File: src/rtl/amiq_dvcon_purple_pkg.sv
// Shared types for the purple receive path.
// Contents:
//   purple_txn_t     - one captured purple transaction (three 32-bit fields)
//   beat_e           - downstream beat index / serializer state
//   purple_field_sel - selects one field of a transaction by beat index
package amiq_dvcon_purple_pkg;

    localparam int PURPLE_NUM_FIELDS = 3;
    localparam int PURPLE_FIELD_W    = 32;

    typedef struct packed {
        logic [PURPLE_FIELD_W-1:0] f0;
        logic [PURPLE_FIELD_W-1:0] f1;
        logic [PURPLE_FIELD_W-1:0] f2;
    } purple_txn_t;

    typedef enum logic [1:0] {
        BEAT_F0 = 2'd0,
        BEAT_F1 = 2'd1,
        BEAT_F2 = 2'd2
    } beat_e;

    function automatic logic [PURPLE_FIELD_W-1:0] purple_field_sel(
        input purple_txn_t txn,
        input beat_e       beat
    );
        case (beat)
            BEAT_F0: return txn.f0;
            BEAT_F1: return txn.f1;
            default: return txn.f2;
        endcase
    endfunction

endpackage

File: src/rtl/amiq_dvcon_purple_fifo.sv
// Synchronous FIFO of purple transactions with registered storage.
// Ports:
//   clk, rst          - clock, synchronous active-high reset (pointers/level only)
//   push_i, data_i    - write request and transaction; ignored when full
//   pop_i             - remove head entry; ignored when empty
//   head_o            - entry at the read pointer (valid when !empty_o)
//   full_o, empty_o   - occupancy flags derived from the registered level
//   level_o           - number of stored transactions
module amiq_dvcon_purple_fifo
    import amiq_dvcon_purple_pkg::*;
#(
    parameter int DEPTH = 8,
    localparam int AW   = $clog2(DEPTH)
) (
    input  logic        clk,
    input  logic        rst,
    input  logic        push_i,
    input  purple_txn_t data_i,
    input  logic        pop_i,
    output purple_txn_t head_o,
    output logic        full_o,
    output logic        empty_o,
    output logic [AW:0] level_o
);

    purple_txn_t   mem_q [DEPTH];
    logic [AW-1:0] wr_ptr_q, rd_ptr_q;
    logic [AW:0]   level_q, level_d;
    logic          push_ok, pop_ok;

    assign full_o  = (level_q == (AW+1)'(DEPTH));
    assign empty_o = (level_q == '0);
    assign level_o = level_q;
    assign head_o  = mem_q[rd_ptr_q];

    assign push_ok = push_i && !full_o;
    assign pop_ok  = pop_i && !empty_o;

    always_comb begin
        level_d = level_q;
        case ({push_ok, pop_ok})
            2'b10:   level_d = level_q + (AW+1)'(1);
            2'b01:   level_d = level_q - (AW+1)'(1);
            default: level_d = level_q;
        endcase
    end

    // Storage is data only and needs no reset; stale entries are never read
    // because the pointers and level are cleared.
    always_ff @(posedge clk) begin
        if (push_ok) begin
            mem_q[wr_ptr_q] <= data_i;
        end
    end

    // DEPTH is a power of two, so the pointers wrap by natural overflow.
    always_ff @(posedge clk) begin
        if (rst) begin
            wr_ptr_q <= '0;
            rd_ptr_q <= '0;
            level_q  <= '0;
        end else begin
            if (push_ok) wr_ptr_q <= wr_ptr_q + AW'(1);
            if (pop_ok)  rd_ptr_q <= rd_ptr_q + AW'(1);
            level_q <= level_d;
        end
    end

endmodule

File: src/rtl/amiq_dvcon_purple_rx.sv
// Purple protocol sink: captures transactions into a FIFO and replays each
// one downstream as three 32-bit beats on a ready/valid stream. Transactions
// arriving while the FIFO is full are dropped and counted.
// Ports:
//   clk, rst                  - clock, synchronous active-high reset
//   field0..2, valid          - purple input (no back-pressure)
//   out_data/out_beat/out_last/out_valid, out_ready - downstream beat stream
//   level                     - FIFO occupancy in transactions
//   drop_cnt, overflow        - saturating drop count and sticky drop flag
//   clr_stats                 - clears drop_cnt/overflow
module amiq_dvcon_purple_rx
    import amiq_dvcon_purple_pkg::*;
#(
    parameter int DEPTH = 8,
    parameter int CNT_W = 16
) (
    input  logic                     clk,
    input  logic                     rst,
    input  logic [31:0]              field0,
    input  logic [31:0]              field1,
    input  logic [31:0]              field2,
    input  logic                     valid,
    output logic [31:0]              out_data,
    output logic [1:0]               out_beat,
    output logic                     out_last,
    output logic                     out_valid,
    input  logic                     out_ready,
    output logic [$clog2(DEPTH):0]   level,
    output logic [CNT_W-1:0]         drop_cnt,
    output logic                     overflow,
    input  logic                     clr_stats
);

    purple_txn_t      in_txn, head;
    logic             fifo_full, fifo_empty;
    logic             push, drop, handshake, pop;
    beat_e            beat_q, beat_d;
    logic [CNT_W-1:0] drop_cnt_q, drop_cnt_d;
    logic             overflow_q, overflow_d;

    assign in_txn = '{f0: field0, f1: field1, f2: field2};

    // Full is taken from the registered level, so a pop in the same cycle
    // never makes room for the incoming transaction.
    assign push = valid && !fifo_full;
    assign drop = valid && fifo_full;

    assign handshake = out_valid && out_ready;
    assign pop       = handshake && (beat_q == BEAT_F2);

    amiq_dvcon_purple_fifo #(
        .DEPTH (DEPTH)
    ) u_fifo (
        .clk     (clk),
        .rst     (rst),
        .push_i  (push),
        .data_i  (in_txn),
        .pop_i   (pop),
        .head_o  (head),
        .full_o  (fifo_full),
        .empty_o (fifo_empty),
        .level_o (level)
    );

    always_comb begin
        beat_d = beat_q;
        if (handshake) begin
            case (beat_q)
                BEAT_F0: beat_d = BEAT_F1;
                BEAT_F1: beat_d = BEAT_F2;
                default: beat_d = BEAT_F0;
            endcase
        end
    end

    // clr_stats wins over accumulation but still records a drop in the
    // same cycle, so no drop is ever lost across a clear.
    always_comb begin
        drop_cnt_d = drop_cnt_q;
        overflow_d = overflow_q;
        if (clr_stats) begin
            drop_cnt_d = drop ? CNT_W'(1) : '0;
            overflow_d = drop;
        end else if (drop) begin
            drop_cnt_d = (&drop_cnt_q) ? drop_cnt_q : drop_cnt_q + CNT_W'(1);
            overflow_d = 1'b1;
        end
    end

    always_ff @(posedge clk) begin
        if (rst) begin
            beat_q     <= BEAT_F0;
            drop_cnt_q <= '0;
            overflow_q <= 1'b0;
        end else begin
            beat_q     <= beat_d;
            drop_cnt_q <= drop_cnt_d;
            overflow_q <= overflow_d;
        end
    end

    // All outputs derive from registered state only.
    assign out_valid = !fifo_empty;
    assign out_beat  = beat_q;
    assign out_last  = (beat_q == BEAT_F2);
    assign out_data  = out_valid ? purple_field_sel(head, beat_q) : '0;
    assign drop_cnt  = drop_cnt_q;
    assign overflow  = overflow_q;

endmodule

File: config.mk
export PLATFORM = sky130hd
export DESIGN_NAME = amiq_dvcon_purple_rx
export DESIGN_NICKNAME = d
export VERILOG_FILES = /design/src/rtl/amiq_dvcon_purple_pkg.sv /design/src/rtl/amiq_dvcon_purple_fifo.sv /design/src/rtl/amiq_dvcon_purple_rx.sv
export SDC_FILE = /design/constraint.sdc
export NUM_CORES = 1
export LEC_CHECK = 0
export BUFFER_PORTS_ARGS = -buffer_cell sky130_fd_sc_hd__buf_2
export CORE_ASPECT_RATIO = 1.4
export CORE_MARGIN = 2
export CORE_UTILIZATION = 42
export CTS_CLUSTER_SIZE = 10
export DETAILED_ROUTE_END_ITERATION = 6
export PLACE_DENSITY_LB_ADDON = 0.1
export SETUP_SLACK_MARGIN = 0.2
export SYNTH_ARGS = -nofsm -noshare
export SYNTH_HDL_FRONTEND = slang
export SYNTH_SLANG_ARGS = --single-unit
File: constraint.sdc
create_clock -name clk -period 15 [get_ports clk]
set_input_delay 2.25 -clock clk [delete_from_list [all_inputs] [get_ports clk]]
set_output_delay 2.25 -clock clk [all_outputs]
set_load 0.1 [all_outputs]
# == Yosys cells after proc, flatten, opt, wreduce, memory -nomap -nowiden ==
# Memory sizes are Yosys's and may differ from the RTL's. A register that Yosys moved wholly into a read port is not among the register bits.
# Index checks and enable logic that the tools add are counted.
# op_classes
add_sub_neg,5
n_eq_ne,6
mux,14
reduce_logical,14
# op_table
operator,count
$pmux 32 s2,1
$mux 16,3
$mux 32,1
$add 16x1->16 const B,1
$reduce_and 16->1,1
$pmux 4 s2,1
$add 3x1->3 const B,2
$logic_and 1x1->1,6
$mux 3,2
$mux 1,5
$add 4x1->4 const B,1
$eq 2x1->1 const B,2
$eq 2x2->1 const B,2
$eq 4x4->1 const B,1
$logic_not 4->1,1
$pmux 2 s2,1
$reduce_bool 2->1,2
$sub 4x1->4 const B,1
$logic_not 1->1,2
$logic_not 2->1,1
$ne 2x2->1 const B,1
$reduce_and 2->1,1
# word_totals
reg_bits,29
ram_bits,768
input_bits,101
elab_cells,46
n_memories,1
# mem_list
memory,words,width,rd,rd_clocked_by_memory_dff,write_ports,line_no,source
u_fifo.mem_q,8,96,1,1,1,amiq_dvcon_purple_fifo.sv:26,purple_txn_t mem_q [DEPTH];

# == Longest topological paths before layout ==
# Gate-level depths: netlist of run 1.
# logic_depth
depth_word,7
ltp_mapped,10
depth_no_buf,9

# == Modules after synthesis ==
# A second synthesis of run 1 with hierarchy kept.
# unflattened
hier_cells,1448
hier_area_um2,31270.0
# by_module_without_submodules
mod,instances,cells_per_inst,area_each_um2,seq_area_each_um2
amiq_dvcon_purple_fifo,1,1185,29484.5,23322.4
amiq_dvcon_purple_rx,1,263,1785.5,380.4

# == Worst setup path after synthesis of run 1 ==
# Ideal clock, no wire load.
# synth_path
path_kind,in2reg
from,input port valid
to,"memory u_fifo.mem_q[0][0] (netlist bit), enable pin"
t_arrival_ns,9.458
path_slack_ns,4.873
cell_stages,4
n_path_buf,1
path_cell_list,clkbuf_1 -> nand2_1 -> or2_1 -> nor3_1
# synth_via
elab_chain_len,4
# synth_rtl
element,line_no,source
from (decl),amiq_dvcon_purple_rx.sv:22,"input logic valid,"
$logic_and 1x1->1,amiq_dvcon_purple_rx.sv:45,assign push = valid && !fifo_full;
$logic_and 1x1->1,amiq_dvcon_purple_fifo.sv:36,assign push_ok = push_i && !full_o;
$mux 1,amiq_dvcon_purple_fifo.sv:51,if (push_ok) begin
$mux 1 (implied by the code),amiq_dvcon_purple_fifo.sv:52,mem_q[wr_ptr_q] <= data_i;
to (decl),amiq_dvcon_purple_fifo.sv:26,
# No other way between the ends.

==> results.toml, run 1 <==
[timing]
setup_viol = 0
maxSlewHeadroom_pct = 32.3
setup_tns_ns = 0
fmax_mhz = 156
finalClockSkew_ns = 0.0185
min_period_ns = 6.40
rsz0062_at_grt = "false"
drv_slew = 0
tightest_slew_ns = 1.02
hold_violations = 0
holdWs_ns = 0.453
setup_ws_ns = 8.60
post-route-period-util_pct = 42.6

[finish]
fillers = 5895
nets = 1696
final_cell_mix = "edfxtp_1 (768), mux4_2 (190), buf_2 (157)"
final_cell_area_mm2 = 0.0352
area_growth_pct = 13.7
final_common_cell = "edfxtp_1"
stdcell_count = 2564
drive_above_1_share_pct = 32.5

[place]
place.gp.congestion = 0.768
port_buffers = 157
placed_cells = 2449
post-place-ws_ns = 9.12
placed_area_mm2 = 0.0328
hpwl_mm = 38.4

[critical_path]
reg2reg_slack_ns = 11.10
rr_worst_depth = 6
critPathKind = "register to primary output"
required_ns = 12.75
r2r_end = "u_fifo.mem_q[6][26]"
critPathLaunchType = "register"
crit_path_max_fanout = 52
arrival_ns = 4.15
end_kind = "primary output"
r2r_start = "u_fifo.level_o[0]"
cp-endpoint = "out_data[15]"

[die]
design.core.area_mm2 = 0.0728
num_io_pins = 158
rows = 117
initial_utilization_pct = 42.5
die-area_mm2 = 0.0759
die_h_um = 325
dieWidth_um = 233

[synthesis]
yosysWarnings = 0
yosysUniqueCellTypes = 58
synth_area_mm2 = 0.0309
synth-seq-cells = 800
synth-main-ff-cell = "edfxtp_1"
synth-async-reset-ratio_pct = 0
yosysSeqAreaShare_pct = 76.6
netlist.area_leader.share_pct = 74.6
synth_fp_nets = 1503
synthTopCellsByArea = "edfxtp_1 (75%), mux4_2 (14%), dfxtp_1 (2.1%)"
synth_edf_count = 768
syn_inst = 1396
synth_top_cell_by_area = "edfxtp_1"
avgSynthCellArea_um2 = 22.2

[min_path]
hold_path.class = "register to register"

[global_routing]
antenna_found_initial = 14
grt_max_degree = 119
grt_pass1_wl_mm = 105
grt-ovfl-total = 0
grt_pass1_vias = 15600
grt.total_usage_pct = 19.0

[drt]
wl_per_cell_um = 27.6
drt-total-wl_mm = 70.8
dr_total_vias = 14700
drt_iter0_markers = 1036
ant_nets = 0
vias_per_cell = 5.71
drc_errors = 0
drtPass1Iterations = 5

[run]
drv_cap = 0

[clock_network]
clk_pin_slew_ns = 0.06
cts_tree = "done"
numCtsBuffers = 90
cts.sinks = 800
clock_path_buffers = 3
root_buffer = "clkbuf_16"
clk_latency_ns = 0.63
htreeDepth = 3
cts_hold_buffers = 0
cts_resized = 0
post_cts_buffers = 0

[power]
max-vdd-ir-drop_mv = 0.0886
leakage_uw = 0.0108
powerDensity_mw_per_mm2 = 134

[run_status]
outcome = "complete, no violations"
## worst min-delay path by stage
stage / startpoint / endpoint / slack [ns] / depth (start not counted)
after floorplan: u_fifo.wr_ptr_q[0] / u_fifo.wr_ptr_q[0] / 0.46 / 2
after global placement: overflow / overflow / 0.44 / 2
after CTS: overflow / overflow / 0.46 / 2
after global routing: overflow / overflow / 0.50 / 2
after detailed placement: overflow / overflow / 0.45 / 2
final: overflow / overflow / 0.45 / 2
## final cells by class
cell class	instances	area (um2)	area share (%)
clock buffer	109	2390	6.79
clock inverter	4	30.0	0.0854
antenna	2	5.00	0.0142
tap	952	1190	3.39
sequential	800	23700	67.4
multi-input combinational	510	6810	19.4
timing repair buffer	183	1020	2.90
inverter	4	15.0	0.0427
## state kept, by name, summed over array words and instances (netlist names), named ones only
| register | count |
|---|---|
| u_fifo.mem_q | 768 |
| out_beat | 2 |
| u_fifo.wr_ptr_q | 3 |
| overflow | 1 |
| u_fifo.rd_ptr_q | 3 |
| drop_cnt | 16 |
| u_fifo.level_o | 4 |
## logic make-up (layout without fill, tap and decap cells)
family	after synthesis	in the layout	share of synthesized area, %
flops	800	800	76.6
mux	266	266	16.5
simple gates	133	133	2.43
compound gates	99	99	2.46
buf+inv	86	300	1.53
fa+ha+maj	6	6	0.243
xor+xnor	6	6	0.170
other cells	0	2	0
## cells in the mapped netlist (all sizes together) (4+ instances only)
| cell | count |
|---|---|
| nor2 | 20 |
| buf | 47 |
| mux4 | 192 |
| o221ai | 31 |
| edfxtp | 768 |
| nand3 | 11 |
| dfxtp | 32 |
| inv | 4 |
| nand4 | 5 |
| o21ai | 6 |
| nor4b | 4 |
| xor2 | 4 |
| nand2b | 5 |
| or3 | 11 |
| mux2i | 42 |
| nand2 | 19 |
| a211oi | 34 |
| nor3 | 36 |
| a21oi | 16 |
| clkbuf | 35 |
| ha | 6 |
| mux2 | 32 |
## through the flow
step | total power (uW) | util, %
2_1_floorplan | 2750 | -
3_5_place_dp | 2850 | 45.0
5_1_grt | 4850 | 48.3
3_3_place_gp | 2840 | 45.0
4_1_cts | 4760 | 48.3
6_report | 4700 | 48.3
## report_power, final
| part | total (uW) | switching, uW | internal (uW) |
|---|---|---|---|
| sequential | 2510 | 11.7 | 2490 |
| clock | 1900 | 804 | 1100 |
| combinational | 292 | 227 | 64.8 |
| total | 4700 | 1040 | 3660 |
## metal layers
layer  part of all wire, %  vias up  global-route usage, %
met2                    50      354                   31.2
met3                   4.5      104                   2.91
met1                    43     7877                   26.4
met4                   2.0       10                   5.59
li1                      -     6306                      -
met5                 0.082        -                      0
## critical path: stages, from the launching register on
cell      delay, ns
dfxtp_4        0.91
buf_4          0.90
mux4_2         0.37
mux2_2         0.17
o221ai_1       0.13
a211oi_1       0.47
buf_2          0.52
(Power assumes the default switching activity.)
==> run 2, diff against run 1 <==
--- a/config.mk
+++ b/config.mk
@@ -5,6 +5,7 @@
 export SDC_FILE = /design/constraint.sdc
 export NUM_CORES = 1
 export LEC_CHECK = 0
+export ABC_AREA = 1
 export BUFFER_PORTS_ARGS = -buffer_cell sky130_fd_sc_hd__buf_2
 export CORE_ASPECT_RATIO = 1.4
 export CORE_MARGIN = 2
==> constraint.sdc (replaced) <==
create_clock -name clk -period 6.3 [get_ports clk]
set_input_delay 0.945 -clock clk [delete_from_list [all_inputs] [get_ports clk]]
set_output_delay 0.945 -clock clk [all_outputs]
set_load 0.1 [all_outputs]
==> run 2 against run 1 <==
Against the previous run:
- clock power increased by 140%
- die area increased by 4.6%
- sequential share of layout area decreased by 2.1 points
- register-to-register slack got worse by 8.0 ns
- core utilization decreased by 0.86 points
- critical path type unchanged
- critical path depth increased by 3
- the flow now finishes with violations (DRC)
- cell count increased by 51%
- global-route usage increased by 2.3 points
- non-clock buffer count increased by 9
- hold slack improved by 0.017 ns
==> results.toml, run 2 <==
[global_routing]
grt_max_degree = 194
grtUsageMet1_pct = 27.8
grt.busiest_layer = "met2"
grt_use_met3_pct = 4.03
grt_pass1_vias = 20200
grt_util_met2_pct = 35.1
antenna_found_initial = 24
grt-ovfl-total = 0
grt_pass1_wl_mm = 127
grt.total_usage_pct = 21.3

[die]
die_h_um = 333
design.core.area_mm2 = 0.0764
num_io_pins = 158
initial_utilization_pct = 42.4
dieWidth_um = 239
rows = 120
die-area_mm2 = 0.0794

[clock_network]
cts_resized = 0
root_buffer = "clkbuf_16"
clock_path_buffers = 3
cts_hold_buffers = 0
cts.sinks = 800
htreeDepth = 3
post_cts_buffers = 0
cts_tree = "done"
numCtsBuffers = 90
clk_pin_slew_ns = 0.06
clk_latency_ns = 0.64

[finish]
largest_reg_flops = 768
nets = 2971
final_common_cell = "nand2_1"
final_core_util_pct = 47.5
fillers = 6782
top_register = "u_fifo.mem_q"
multi_input_area_mm2 = 0.00765
final_cell_mix = "nand2_1 (902), edfxtp_1 (768), nand3_1 (692)"
stdcell_count = 3864
drive_above_1_share_pct = 11.1
ff_latch_area_mm2 = 0.0237
area_growth_pct = 12.1

[critical_path]
rr_worst_depth = 9
arrival_ns = 4.27
crit_buf_inv = 3
required_ns = 5.35
critPathSlowestCell = "dfxtp_4"
crit_path_max_fanout = 181
critPathKind = "register to primary output"
reg2reg_slack_ns = 3.11
cp_top_family = "buffers and inverters"
crit_chain = "clkinv_8, buf_4, nand2_1, nand3_1, nand3_1, nand3_1, nand2_1, nor2_1, buf_2"
critPathLaunchType = "register"
crit_path_max_incr_delay_ns = 0.91
cpMostUsedCell = "nand3_1"
crit_cells = 9
r2r_end = "u_fifo.mem_q[6][24]"
end_kind = "primary output"
r2r_start = "u_fifo.level_o[1]"

[power]
netSwitchingFraction_pct = 26.2
p_switching_uw = 3100
max-vdd-ir-drop_mv = 0.184
pwr-share-seq_pct = 50.7
leakage_uw = 0.0130
internal_power_uw = 8760
clkPwrFrac_pct = 37.8
powerDensity_mw_per_mm2 = 327
combPwrFrac_pct = 11.4

[timing]
min_period_ns = 5.21
rsz0062_at_grt = "false"
post-route-period-util_pct = 82.7
finalClockSkew_ns = 0.0182
tightest_slew_ns = 1.07
setup_ws_ns = 1.09
setup_viol = 0
hold_violations = 0
maxSlewHeadroom_pct = 28.3
fmax_mhz = 192
drv_slew = 0
holdWs_ns = 0.470
setup_tns_ns = 0

[place]
post-place-ws_ns = 1.72
place.gp.congestion = 0.779
hpwl_mm = 44.4
placed_cells = 3748
port_buffers = 157

[run_status]
outcome = "finished with violations"
violations = "DRC"

[run]
drv_cap = 0

[synthesis]
yosysWarnings = 0
synth-seq-cells = 800
synth-main-ff-cell = "edfxtp_1"
synthTopCellsByArea = "edfxtp_1 (71%), nand3_1 (11%), nand2_1 (10%)"
syn_inst = 2744
netlist.area_leader.share_pct = 71.2
synth_area_mm2 = 0.0324
avgSynthCellArea_um2 = 11.8
synth_edf_count = 768
synth_fp_nets = 2851
synth_top_cell_by_area = "edfxtp_1"
yosysUniqueCellTypes = 27
yosysMostFrequentCell = "nand2_1"
netlist_top_cells_count = "nand2_1 (902), edfxtp_1 (768), nand3_1 (692)"
synth-async-reset-ratio_pct = 0
yosysSeqAreaShare_pct = 73.2

[drt]
drtPass1Iterations = 7
drc_errors = 2
ant_nets = 0
drt-total-wl_mm = 85.2
wl_per_cell_um = 22.0
drt_iter0_markers = 1648
vias_per_cell = 5.43
dr_total_vias = 21000

[min_path]
min_delay_path_depth = 2
hold_path.class = "register to register"
hp-start = "overflow"
min_delay_worst_endpoint = "overflow"
-- run 2: logic make-up (layout without fill, tap and decap cells) --
family / after synthesis / after routing / share of synthesized area [%]
compound gates: 32 / 32 / 0.506
xor+xnor: 7 / 7 / 0.189
fa+ha+maj: 6 / 6 / 0.232
buf+inv: 208 / 342 / 3.40
flops: 800 / 800 / 73.2
other cells: 0 / 10 / 0
simple gates: 1691 / 1691 / 22.5
-- run 2: how the worst max path moves through the flow --
stage                            from            endpoint  slack, ns
floorplan           u_fifo.level_o[0]  u_fifo.mem_q[0][0]      -0.04
global placement             register         out_data[2]       1.73
finish                       register         out_data[6]       1.09
global route                 register         out_data[2]       0.77
CTS                          register         out_data[2]       1.02
detailed placement           register         out_data[2]       1.72
-- run 2: area by class of cell --
class / count / area share [%]
Tap cell: 976 / 3.37
Clock buffer: 99 / 6.33
Timing Repair Buffer: 192 / 3.06
Sequential cell: 800 / 65.4
Antenna cell: 10 / 0.0690
Multi-Input combinational cell: 1736 / 21.1
Inverter: 44 / 0.517
Clock inverter: 7 / 0.217
-- run 2: metrics by stage --
step                      cell area, um2  power [uW]
after floorplan                    32400        7080
after global placement             33900        7480
after detailed placement           33900        7490
after CTS                          36300       12000
after global routing               36300       12300
final                              36300       11900
-- run 2: tightest hold or removal path, stage by stage (launching register included) --
cell	delay, ns
dfxtp_1	0.33
nand2_1	0.05
o21ai_0	0.06
-- run 2: per-layer routing --
metal  share of wire, %  vias to the layer above  routed length [um]
met5               0.16                        -                 139
met4                3.2                       22                2710
met3                5.8                      172                4920
met2                 48                      579               41200
met1                 43                    10300               36200
li1                   -                     9851                   -
-- run 2: power by group through the flow --
stage          Clock [uW]  Combinational [uW]  Sequential (uW)
4_1_cts              4590                1370             6020
3_3_place_gp            0                1360             6130
5_1_grt              4780                1450             6030
6_report             4490                1350             6020
3_5_place_dp            0                1370             6130
2_1_floorplan           0                 921             6160
==> run 3, diff against run 2 <==
==> constraint.sdc (replaced) <==
create_clock -name clk -period 5.3 [get_ports clk]
set_input_delay 0.795 -clock clk [delete_from_list [all_inputs] [get_ports clk]]
set_output_delay 0.795 -clock clk [all_outputs]
set_load 0.1 [all_outputs]
==> run 3 against run 2 <==
Against the previous run:
- the flow now finishes without violations
- clock power grew 22%
- sequential power increased by 19%
- cell count grew 0.41%
- global-route usage up 0.34 points
- critical path type unchanged
- critical endpoint is now out_data[29]
==> results.toml, run 3 (synthesis gave the netlist of run 2 again) <==
[critical_path]
crit_buf_inv = 3
r2r_start = "u_fifo.level_o[1]"
crit_path_max_incr_delay_ns = 0.76
cp_top_family = "buffers and inverters"
critPathSlowestCell = "dfxtp_4"
crit_path_max_fanout = 115
critPathLaunchType = "register"
crit_chain = "clkinv_8, buf_12, nand2_1, nand3_1, nand3_1, nand3_1, nand2_1, nor2_1, buf_2"
end_kind = "primary output"
rr_worst_depth = 9
cpMostUsedCell = "nand3_1"
r2r_end = "u_fifo.mem_q[7][24]"
arrival_ns = 3.63
reg2reg_slack_ns = 2.31
required_ns = 4.51
critPathKind = "register to primary output"

[place]
port_buffers = 157
place.gp.congestion = 0.767
hpwl_mm = 45.0
placed_cells = 3757

[power]
clkPwrFrac_pct = 38.3
combPwrFrac_pct = 11.5
leakage_uw = 0.0132
powerDensity_mw_per_mm2 = 389
p_switching_uw = 3710
pwr-share-seq_pct = 50.2
internal_power_uw = 10500
max-vdd-ir-drop_mv = 0.226
netSwitchingFraction_pct = 26.0

[global_routing]
grt_pass1_vias = 20600
grt_max_degree = 155
grt_pass1_wl_mm = 129
antenna_found_initial = 19
grt-ovfl-total = 0
grt.total_usage_pct = 21.6

[min_path]
hp-start = "field0[21]"
min_delay_worst_endpoint = "u_fifo.mem_q[6][85]"
min_delay_path_depth = 1
hold_path.class = "primary input to register"

[finish]
nets = 2980
stdcell_count = 3880
largest_reg_flops = 768
final_cell_mix = "nand2_1 (902), edfxtp_1 (768), nand3_1 (692)"
top_register = "u_fifo.mem_q"
final_common_cell = "nand2_1"
area_growth_pct = 12.9
final_core_util_pct = 47.8
fillers = 6814
drive_above_1_share_pct = 11.3

[clock_network]
root_buffer = "clkbuf_16"
clk_latency_ns = 0.64
numCtsBuffers = 90
cts_hold_buffers = 0
cts_resized = 0
clock_path_buffers = 3
clk_pin_slew_ns = 0.06
cts.sinks = 800
htreeDepth = 3
post_cts_buffers = 0
cts_tree = "done"

[timing]
rsz0062_at_grt = "false"
min_period_ns = 4.43
maxSlewHeadroom_pct = 16.0
hold_violations = 0
setup_tns_ns = 0
tightest_slew_ns = 1.26
fmax_mhz = 226
post-route-period-util_pct = 83.6
holdWs_ns = 0.420
drv_slew = 0
setup_viol = 0
finalClockSkew_ns = 0.0148

[drt]
drc_errors = 0
wl_per_cell_um = 22.0
dr_total_vias = 21000
vias_per_cell = 5.42
drtPass1Iterations = 5
drt-total-wl_mm = 85.4
drt_iter0_markers = 1687
ant_nets = 0

[die]
num_io_pins = 158
die-area_mm2 = 0.0794
dieWidth_um = 239
rows = 120
design.core.area_mm2 = 0.0764
die_h_um = 333
initial_utilization_pct = 42.4

[run]
drv_cap = 0

[run_status]
outcome = "complete, no violations"
==> run 3: cell count changes in the layout (fill, tap and decap cells not counted), moves of 3 or more <==
cell	previous run	this run
clkbuf_1	8	19
diode_2	10	6
clkbuf_16	90	93
inv_6	6	3
buf_12	5	15
==> run 3: how the worst max path moves through the flow <==
stage                            from                  to  slack, ns  cells past startpoint
floorplan           u_fifo.level_o[0]  u_fifo.mem_q[0][0]      -1.04                      8
global placement             register        out_data[29]       1.65                      9
detailed placement           register        out_data[29]       1.64                      9
CTS                          register        out_data[16]       0.94                      9
global route                 register        out_data[29]       0.68                      9
finish                       register        out_data[29]       0.87                      9
==> run 3: layout make-up <==
type	instances	area [um2]	area share, %
multi-input cells	1736	7650	20.9
repair buffers	201	1300	3.57
clock inverters	5	70.1	0.192
diodes	6	15.0	0.0411
clock buffers	112	2400	6.56
inverters	44	190	0.520
well taps	976	1220	3.34
flip-flops and latches	800	23700	64.9
==> run 3: through the flow <==
| step | total power [uW] | setup WS, ns | instance area, um2 |
|---|---|---|---|
| final | 14200 | 0.871 | 36600 |
| after global routing | 14700 | 0.681 | 36600 |
| after CTS | 14400 | 0.938 | 36600 |
| after detailed placement | 8920 | 1.64 | 34100 |
| after global placement | 8900 | 1.65 | 34100 |
| after floorplan | 8420 | -1.04 | 32400 |
==> run 3: per-layer routing <==
metal	routed length (um)	part of all wire, %	GRT usage (%)
met3	4560	5.3	3.48
met5	133	0.16	0
met2	42000	49	36.0
met4	2050	2.4	6.70
met1	36600	43	29.1
==> run 3: power groups by stage <==
| stage | sequential, uW | clock, uW | combinational, uW |
|---|---|---|---|
| final | 7140 | 5460 | 1640 |
| after global routing | 7150 | 5810 | 1750 |
| after CTS | 7140 | 5590 | 1650 |
| after detailed placement | 7270 | 0 | 1650 |
| after global placement | 7260 | 0 | 1640 |
| after floorplan | 7320 | 0 | 1100 |
